**config.mk**
```make
export PLATFORM = sky130hd
export DESIGN_NAME = boot_loader
export DESIGN_NICKNAME = d
export VERILOG_FILES = /design/src/rtl/boot_pkg.sv /design/src/rtl/boot_loader_word_packer.sv /design/src/rtl/boot_loader.sv
export SDC_FILE = /design/constraint.sdc
export NUM_CORES = 1
export LEC_CHECK = 0
export BUFFER_PORTS_ARGS = -buffer_cell sky130_fd_sc_hd__buf_2
export CAP_MARGIN = 20
export CORE_MARGIN = 1
export CORE_UTILIZATION = 25
export DETAILED_ROUTE_END_ITERATION = 6
export HOLD_SLACK_MARGIN = 0.15
export PLACE_DENSITY = 0.44
export SYNTH_ARGS = -nofsm -noshare
export SYNTH_HDL_FRONTEND = slang
export SYNTH_HIERARCHICAL = 1
export SYNTH_SLANG_ARGS = --single-unit
```
**constraint.sdc**
```tcl
create_clock -name clk -period 3.95 [get_ports clk]
set_input_delay 0.1975 -clock clk [delete_from_list [all_inputs] [get_ports clk]]
set_output_delay 0.1975 -clock clk [all_outputs]
set_load 0.02 [all_outputs]
```
**src/rtl/boot_pkg.sv**
```systemverilog
// Shared types and constants for the serial boot loader.
package boot_pkg;

  typedef enum logic [2:0] {
    ST_SYNC   = 3'd0,
    ST_LEN_LO = 3'd1,
    ST_LEN_HI = 3'd2,
    ST_DATA   = 3'd3,
    ST_CSUM   = 3'd4,
    ST_RUN    = 3'd5,
    ST_ERROR  = 3'd6
  } boot_state_t;

  localparam logic [7:0] BOOT_SYNC = 8'hA5;

  // States in which the loader is still consuming frame bytes.
  function automatic logic is_loading(boot_state_t s);
    return (s != ST_RUN) && (s != ST_ERROR);
  endfunction

endpackage

```
**src/rtl/boot_loader_word_packer.sv**
```systemverilog
// Packs accepted payload bytes little-endian into 32-bit words and emits a
// one-cycle write strobe with the assembled word after every 4th byte.
module word_packer (
  input  logic        clk,
  input  logic        rst,
  input  logic        clear,
  input  logic        byte_valid,
  input  logic [7:0]  byte_data,
  output logic        last_byte,
  output logic        word_we,
  output logic [31:0] word_data
);

  logic [31:0] sr_q;
  logic [1:0]  idx_q;

  // Bytes shift in from the top so byte 0 ends up in lane [7:0].
  assign last_byte = byte_valid && (idx_q == 2'd3);

  always_ff @(posedge clk or posedge rst) begin
    if (rst) begin
      sr_q      <= '0;
      idx_q     <= '0;
      word_we   <= 1'b0;
      word_data <= '0;
    end else begin
      word_we <= 1'b0;
      if (clear) begin
        idx_q <= '0;
      end else if (byte_valid) begin
        sr_q  <= {byte_data, sr_q[31:8]};
        idx_q <= idx_q + 2'd1;
        if (idx_q == 2'd3) begin
          word_we   <= 1'b1;
          word_data <= {byte_data, sr_q[31:8]};
        end
      end
    end
  end

endmodule

```
**src/rtl/boot_loader.sv**
```systemverilog
// Framed serial boot loader: writes an image into instruction memory and holds
// the core in reset until the image is complete. Checksum byte gated by BOOT_CSUM_EN.
//
// Handshake: a byte transfers on a rising clk edge when rx_valid && rx_ready;
// rx_ready is registered and never drops mid-frame, only on entering RUN/ERROR.
module boot_loader
  import boot_pkg::*;
#(
  parameter int ADDR_W = 8
) (
  input  logic              clk,
  input  logic              PCrst,
  input  logic              rx_valid,
  input  logic [7:0]        rx_data,
  output logic              rx_ready,
  output logic              imem_we,
  output logic [ADDR_W-1:0] imem_addr,
  output logic [31:0]       imem_wdata,
  output logic              core_rst,
  output logic              done,
  output logic              err,
  output logic [2:0]        dbg_state
);

  localparam int MAX_WORDS = 1 << ADDR_W;

  boot_state_t       state_q, state_d;
  logic [7:0]        len_lo_q;
  logic [ADDR_W:0]   n_q;
  logic [ADDR_W:0]   cnt_q;
  logic [ADDR_W:0]   cnt_inc;
  logic [ADDR_W-1:0] addr_q;
  logic              rx_ready_q, core_rst_q, done_q, err_q;
  logic              hs, data_byte, word_last, clear;
  logic [15:0]       n_full;
  logic              len_bad;
`ifdef BOOT_CSUM_EN
  logic [7:0]        csum_q;
`endif

  assign hs        = rx_valid && rx_ready_q;
  assign data_byte = hs && (state_q == ST_DATA);
  assign n_full    = {rx_data, len_lo_q};
  assign len_bad   = (n_full == 16'd0) || ({16'd0, n_full} > 32'(MAX_WORDS));
  assign cnt_inc   = cnt_q + (ADDR_W+1)'(1);

  word_packer u_packer (
    .clk        (clk),
    .rst        (PCrst),
    .clear      (clear),
    .byte_valid (data_byte),
    .byte_data  (rx_data),
    .last_byte  (word_last),
    .word_we    (imem_we),
    .word_data  (imem_wdata)
  );

  always_comb begin
    state_d = state_q;
    clear   = 1'b0;
    case (state_q)
      ST_SYNC:   if (hs && rx_data == BOOT_SYNC) state_d = ST_LEN_LO;
      ST_LEN_LO: if (hs) state_d = ST_LEN_HI;
      ST_LEN_HI: begin
        if (hs) begin
          if (len_bad) begin
            state_d = ST_ERROR;
          end else begin
            state_d = ST_DATA;
            clear   = 1'b1;
          end
        end
      end
      ST_DATA: begin
        if (word_last && cnt_inc == n_q) begin
`ifdef BOOT_CSUM_EN
          state_d = ST_CSUM;
`else
          state_d = ST_RUN;
`endif
        end
      end
      ST_CSUM: begin
`ifdef BOOT_CSUM_EN
        if (hs) state_d = (rx_data == csum_q) ? ST_RUN : ST_ERROR;
`else
        state_d = ST_ERROR;
`endif
      end
      default: state_d = state_q;
    endcase
  end

  // Status outputs are registered from the next state so they change one
  // cycle after the handshake that causes the transition.
  always_ff @(posedge clk or posedge PCrst) begin
    if (PCrst) begin
      state_q    <= ST_SYNC;
      rx_ready_q <= 1'b0;
      core_rst_q <= 1'b1;
      done_q     <= 1'b0;
      err_q      <= 1'b0;
      len_lo_q   <= '0;
      n_q        <= '0;
      cnt_q      <= '0;
      addr_q     <= '0;
    end else begin
      state_q    <= state_d;
      rx_ready_q <= is_loading(state_d);
      core_rst_q <= (state_d != ST_RUN);
      done_q     <= (state_d == ST_RUN);
      err_q      <= (state_d == ST_ERROR);
      if (hs && state_q == ST_LEN_LO) len_lo_q <= rx_data;
      if (hs && state_q == ST_LEN_HI) begin
        n_q   <= n_full[ADDR_W:0];
        cnt_q <= '0;
      end
      if (word_last) begin
        addr_q <= cnt_q[ADDR_W-1:0];
        cnt_q  <= cnt_inc;
      end
    end
  end

`ifdef BOOT_CSUM_EN
  always_ff @(posedge clk or posedge PCrst) begin
    if (PCrst) begin
      csum_q <= '0;
    end else if (hs && state_q == ST_LEN_HI) begin
      csum_q <= '0;
    end else if (data_byte) begin
      csum_q <= csum_q ^ rx_data;
    end
  end
`endif

  assign rx_ready  = rx_ready_q;
  assign imem_addr = addr_q;
  assign core_rst  = core_rst_q;
  assign done      = done_q;
  assign err       = err_q;
  assign dbg_state = state_q;

endmodule
```
After elaboration in Yosys (flattened, before gate mapping):

Index checks and enable logic that the tools add are counted.

* mux-type cells: 16
* magnitude comparators: 1
* bitwise logic cells: 1
* reductions and logical operators: 15
* add/subtract/negate cells: 2
* eq/ne operators: 11

Operator list (count)
* 9-bit 2-to-1 mux: 2
* 16-bit by 9-bit > comparator with 1-bit output (second input constant): 1
* 16-bit logical NOT: 1
* 3-bit 2-to-1 mux: 5
* 3-bit one-hot mux with 5 select lines: 1
* 9-bit by 1-bit adder with 9-bit output (second input constant): 1
* 3-bit == test (second input constant): 3
* 9-bit == test: 1
* 8-bit == test (second input constant): 1
* 1-bit logical AND: 8
* 3-bit by 2-bit == test with 1-bit output (second input constant): 2
* 1-bit 2-to-1 mux: 6
* 3-bit inequality test (second input constant): 2
* 2-bit 2-to-1 mux: 2
* 2-bit nonzero test: 2
* 3-bit by 1-bit == test with 1-bit output (second input constant): 1
* 3-bit logical NOT: 1
* 3-bit AND reduction: 1
* 2-bit by 1-bit adder with 2-bit output (second input constant): 1
* 2-bit == test (second input constant): 1
* 2-bit AND reduction: 1
* 1-bit logical OR: 1
* 1-bit NOT: 1

* register bits: 108
* input port bits: 11
* output and inout port bits: 48
* word-level logic and storage cells: 59

Logic depth before layout (Yosys ltp):

* depth in word-level cells: 8
* mapped depth: 9
* mapped depth without buffers: 8

Hierarchy:

Netlist, hierarchy kept.

Modules (own cells, without submodules)
* word_packer: instances 1, cells an instance 131, seq. area each 1476.4 um^2, area each 2348.5 um^2
* boot_loader: instances 1, cells an instance 202, seq. area each 1027.2 um^2, area each 2107.0 um^2

Least setup slack after synthesis:

Ideal clock, no wire load.

* path type: reg-to-reg
* start: register state_q[1] (netlist: dbg_state[1])
* end: register rx_ready_q (netlist: rx_ready)
* clock period less this slack: 2.691 ns
* data required time: 3.812 ns
* library setup time: 0.138 ns
* data arrival time: 2.553 ns
* buffers on the path: 1
* stages on the path, launching flop included: 10
* slack: 1.259 ns
* cells stage by stage: dfrtp_1 nand3_1 nor3b_1 and2_2 clkbuf_8 nand4b_1 a2111oi_2 a21boi_2 a31o_2 o21ai_0

* longest elaborated chain between the ends: 8
* elaborated cells between the ends (all ways): 16
* classes of those cells: eq/ne: 6; mux: 5; reduce/logical: 5

RTL lines
* from (decl): line boot_loader.sv:27 `boot_state_t state_q, state_d;`
* from (signal assigned): line boot_loader.sv:108 `state_q <= state_d;`
* 3-bit by 2-bit == test with 1-bit output *: line boot_loader.sv:42 `assign data_byte = hs && (state_q == ST_DATA);`
* 1-bit logical AND *: line boot_loader.sv:42
* named net data_byte: line boot_loader.sv:34 `logic hs, data_byte, word_last, clear;`
* 1-bit logical AND *: line boot_loader_word_packer.sv:18 `assign last_byte = byte_valid && (idx_q == 2'd3);`
* named net word_last: line boot_loader.sv:34
* 1-bit logical AND *: line boot_loader.sv:75 `if (word_last && cnt_inc == n_q) begin`
* 3-bit 2-to-1 mux *: line boot_loader.sv:75
* 3-bit one-hot mux with 5 select lines *: line boot_loader.sv:61 `case (state_q)`
* named net state_d[2]: line boot_loader.sv:27
* 3-bit inequality test: line boot_pkg.sv:18 `return (s != ST_RUN) && (s != ST_ERROR);`
* 1-bit logical AND *: line boot_pkg.sv:18
* to (signal assigned): line boot_loader.sv:109 `rx_ready_q <= is_loading(state_d);`
* to (decl): line boot_loader.sv:33 `logic rx_ready_q, core_rst_q, done_q, err_q;`

The timed path passes the listed nets; every way through them passes the cells marked *.
A chain may end at the register's enable or synchronous reset.

Worst setup path after layout:

Same ends and word-level chain as after synthesis.

==> reports/metrics.csv <==
metric;value;unit
vias in the first global route;2814;
Async SR Flop Fraction;100.0;%
Ys Warns;6;
first-pass GRT wire length;15400;um
max-slew violations;0;
post-layout min period;2.732;ns
CTS H-Tree Depth;3;
Die Y;135.5;um
Placed Cells;602;
core footprint;17360;um2
Final ANT Viol Nets;0;
RSZ-0062 raised after global routing;no;
drt pass-1 iters;4;
Worst slew margin;43.83;%
status;finished, final reports clean;
setup violators final;0;
HP Class;in -> reg;
syn nets;346;
IO Count;59;
Worst-Margin Slew;0.8395;ns
total power divided by cell area;401.6;nW/um2
CTS sink count;100;
Layout area overhead;17.16;%
overall global routing resource usage;11.02;%
final instance count without filler cells;622;
crit path DAT;2.95;ns
total grt overflow;0;
achievable frequency;0.3660;GHz
routed wire length;9160;um
Initial Util;25.67;%
# DRC;0;
crit path launch;dbg_state[1];
Yosys reg bits;100;
Worst setup SP type;flop;
Layout Skew;0.007643;ns
post-CTS resize count;0;
Max VDD drop;0.1891;mV
drt initial violations;108;
DR vias;2703;
CTS clk-pin slew, worst paths;0.07;ns
Port Buf Inserts;58;
setup TNS;0;ns
diode count;0;
number of core rows;48;
Clock Latency Late Sink;0.35;ns
Required @ worst endpoint;4.17;ns
Placed Area;4898;um2
worst flop-to-flop path startpoint;dbg_state[1];
initial antenna violation count;0;
die area;18360;um2
post-synthesis cell count;333;
post-synthesis sequential area ratio;56.19;%
fill count;1796;
Max Cap Viol;0;
Final Hold Vio Count;0;
min-delay src;rx_data[1];
final RePlAce weighted congestion;0.7107;
Tcrit/Tclk final;69.16;%
Root Buffer;clkbuf_16;
nets;405;
synth unique cells;60;
DP HPWL;6257;um
CTS Buf Count;9;
layout cells sized above 1;41.31;%
Vias/cell;4.346;
Mapped Area;4456;um2
TritonCTS clock tree;yes;
Critical Path End Type;flop;
routed length per instance;14.73;um
Crit Path Class;reg -> reg;
crit path max fanout;27;
Avg Cell Area, Syn;13.38;um2
number of flops mapped to enable cells by yosys;0;
ys flop type;dfrtp_1;
Design Area, Final;5220;um2
power consumption;2.097;mW
maximum clock insertion buffer count;2;
P_leak;2.673;nW
die width;135.5;um
largest net degree at the start of global routing;42;
synth_stat cells (2+ instances only):
| cell | number | share of area, % |
|---|---|---|
| nor4_1 | 3 | 0.42 |
| nor2_1 | 5 | 0.42 |
| nand4b_1 | 3 | 0.59 |
| dfrtp_1 | 99 | 56 |
| and3_1 | 2 | 0.28 |
| nor3b_1 | 2 | 0.34 |
| and4_2 | 2 | 0.45 |
| buf_6 | 6 | 1.5 |
| nand2_1 | 34 | 2.9 |
| mux2_2 | 49 | 12 |
| a21oi_1 | 6 | 0.67 |
| buf_2 | 2 | 0.22 |
| a21o_2 | 2 | 0.39 |
| nand4_1 | 3 | 0.42 |
| clkbuf_1 | 6 | 0.51 |
| a21boi_0 | 3 | 0.51 |
| ha_1 | 2 | 0.56 |
| inv_1 | 7 | 0.59 |
| nor2b_1 | 3 | 0.42 |
| nor3_1 | 4 | 0.45 |
| mux2i_1 | 4 | 0.90 |
| nand3_1 | 6 | 0.67 |
| mux2_4 | 20 | 6.7 |
| xnor2_1 | 7 | 1.4 |
| a31o_2 | 2 | 0.39 |
| xor2_1 | 4 | 0.79 |
| mux2_1 | 4 | 1.0 |
| buf_12 | 2 | 0.90 |
| o21ai_0 | 10 | 1.1 |
cell families after synthesis:
group                      count (synthesis)  synth area share (%)
AOI/OAI and AO/OA                         37                 5.814
DFF                                      100                 56.19
and+or+nand+nor                           80                 9.914
adders and majority gates                  2                0.5616
muxes                                     77                 21.03
buffers and inverters                     26                 4.325
xor gates and xnor gates                  11                 2.162
power by group:
| part | total, mW | internal (mW) | switching [mW] |
|---|---|---|---|
| Clock | 0.837 | 0.437 | 0.400 |
| Sequential | 1.09 | 1.06 | 0.0352 |
| Combinational | 0.168 | 0.0662 | 0.102 |
path summary, 6_finish.rpt:
kind	to	slack [ns]	depth (start not counted)
min in group asynchronous	u_packer/word_data[2]	0.43	3
setup reg to reg	rx_ready	1.22	9
setup / recovery	rx_ready	1.22	9
hold reg to reg	n_q[7]	0.50	2
hold / removal	u_packer/sr_q[25]	0.15	2
max in group asynchronous	u_packer/word_data[29]	2.67	4
layer usage:
| layer | vias to the layer above | GRT usage [%] | routed length [um] |
|---|---|---|---|
| li1 | 1302 | - | - |
| met5 | - | 0 | 0 |
| met1 | 1350 | 14.86 | 4446 |
| met3 | 14 | 2.170 | 257 |
| met4 | 0 | 5.805 | 208 |
| met2 | 37 | 16.67 | 4248 |
critical path, cell delays in order, from the launching register on:
cell and delay [ns]:
dfrtp_1 0.49, nand3_1 0.17, nor3b_1 0.22, buf_4 0.18, and2_2 0.49, nand4b_1 0.19
a2111oi_2 0.36, a21boi_2 0.24, a31o_2 0.19, o21ai_0 0.07
cell usage in the layout (no fill, tap or decap), types with 3 or more instances in the layout:
cell           synthesis  layout
a21boi_0               3       3
mux2_4                20      20
mux2_1                 4       4
xnor2_1                7       7
nand3_1                6       6
mux2i_1                4       4
buf_2                  2      58
clkbuf_16              0       9
inv_6                  0       3
mux2_2                49      49
xor2_1                 4       4
inv_1                  7       6
dfrtp_1               99      99
nand2_1               34      34
nand4b_1               3       3
nand4_1                3       3
o21ai_0               10      10
nor2b_1                3       3
nor3_1                 4       4
buf_4                  1       5
nor2_1                 5       5
nor4_1                 3       3
dlygate4sd3_1          0       4
a21oi_1                6       6
flip-flops by register name, indices dropped and copies added, names as in the netlist, 2 cells and up:
name                flops
cnt_q                   9
u_packer/word_data     32
dbg_state               3
u_packer/idx_q          2
u_packer/sr_q          24
len_lo_q                8
imem_addr               8
n_q                     9
per-stage QoR:
step                hold WS, ns  utilization (%)  setup slack (ns)
floorplan                0.3292                -             1.259
global placement         0.2593            28.22             1.317
detailed placement       0.2696            28.22             1.214
CTS                      0.1510            30.08             1.180
global route             0.1561            30.08            0.8954
finish                   0.1495            30.08             1.218
timing repair:
item                       CTS  global route
hold endpoints to repair    69             0
setup endpoints to repair    0             0
setup buffers                0             0
hold buffers                 4             0
layout make-up:
class | count | area, um2 | area share [%]
clock buffers | 9 | 225.2 | 4.314
clock inverters | 7 | 56.30 | 1.079
inverters | 7 | 26.28 | 0.5034
multi-input cells | 207 | 1759 | 33.70
flip-flops and latches | 100 | 2504 | 47.96
well taps | 225 | 281.5 | 5.393
repair buffers | 67 | 367.9 | 7.047
(Power assumes the default switching activity.)
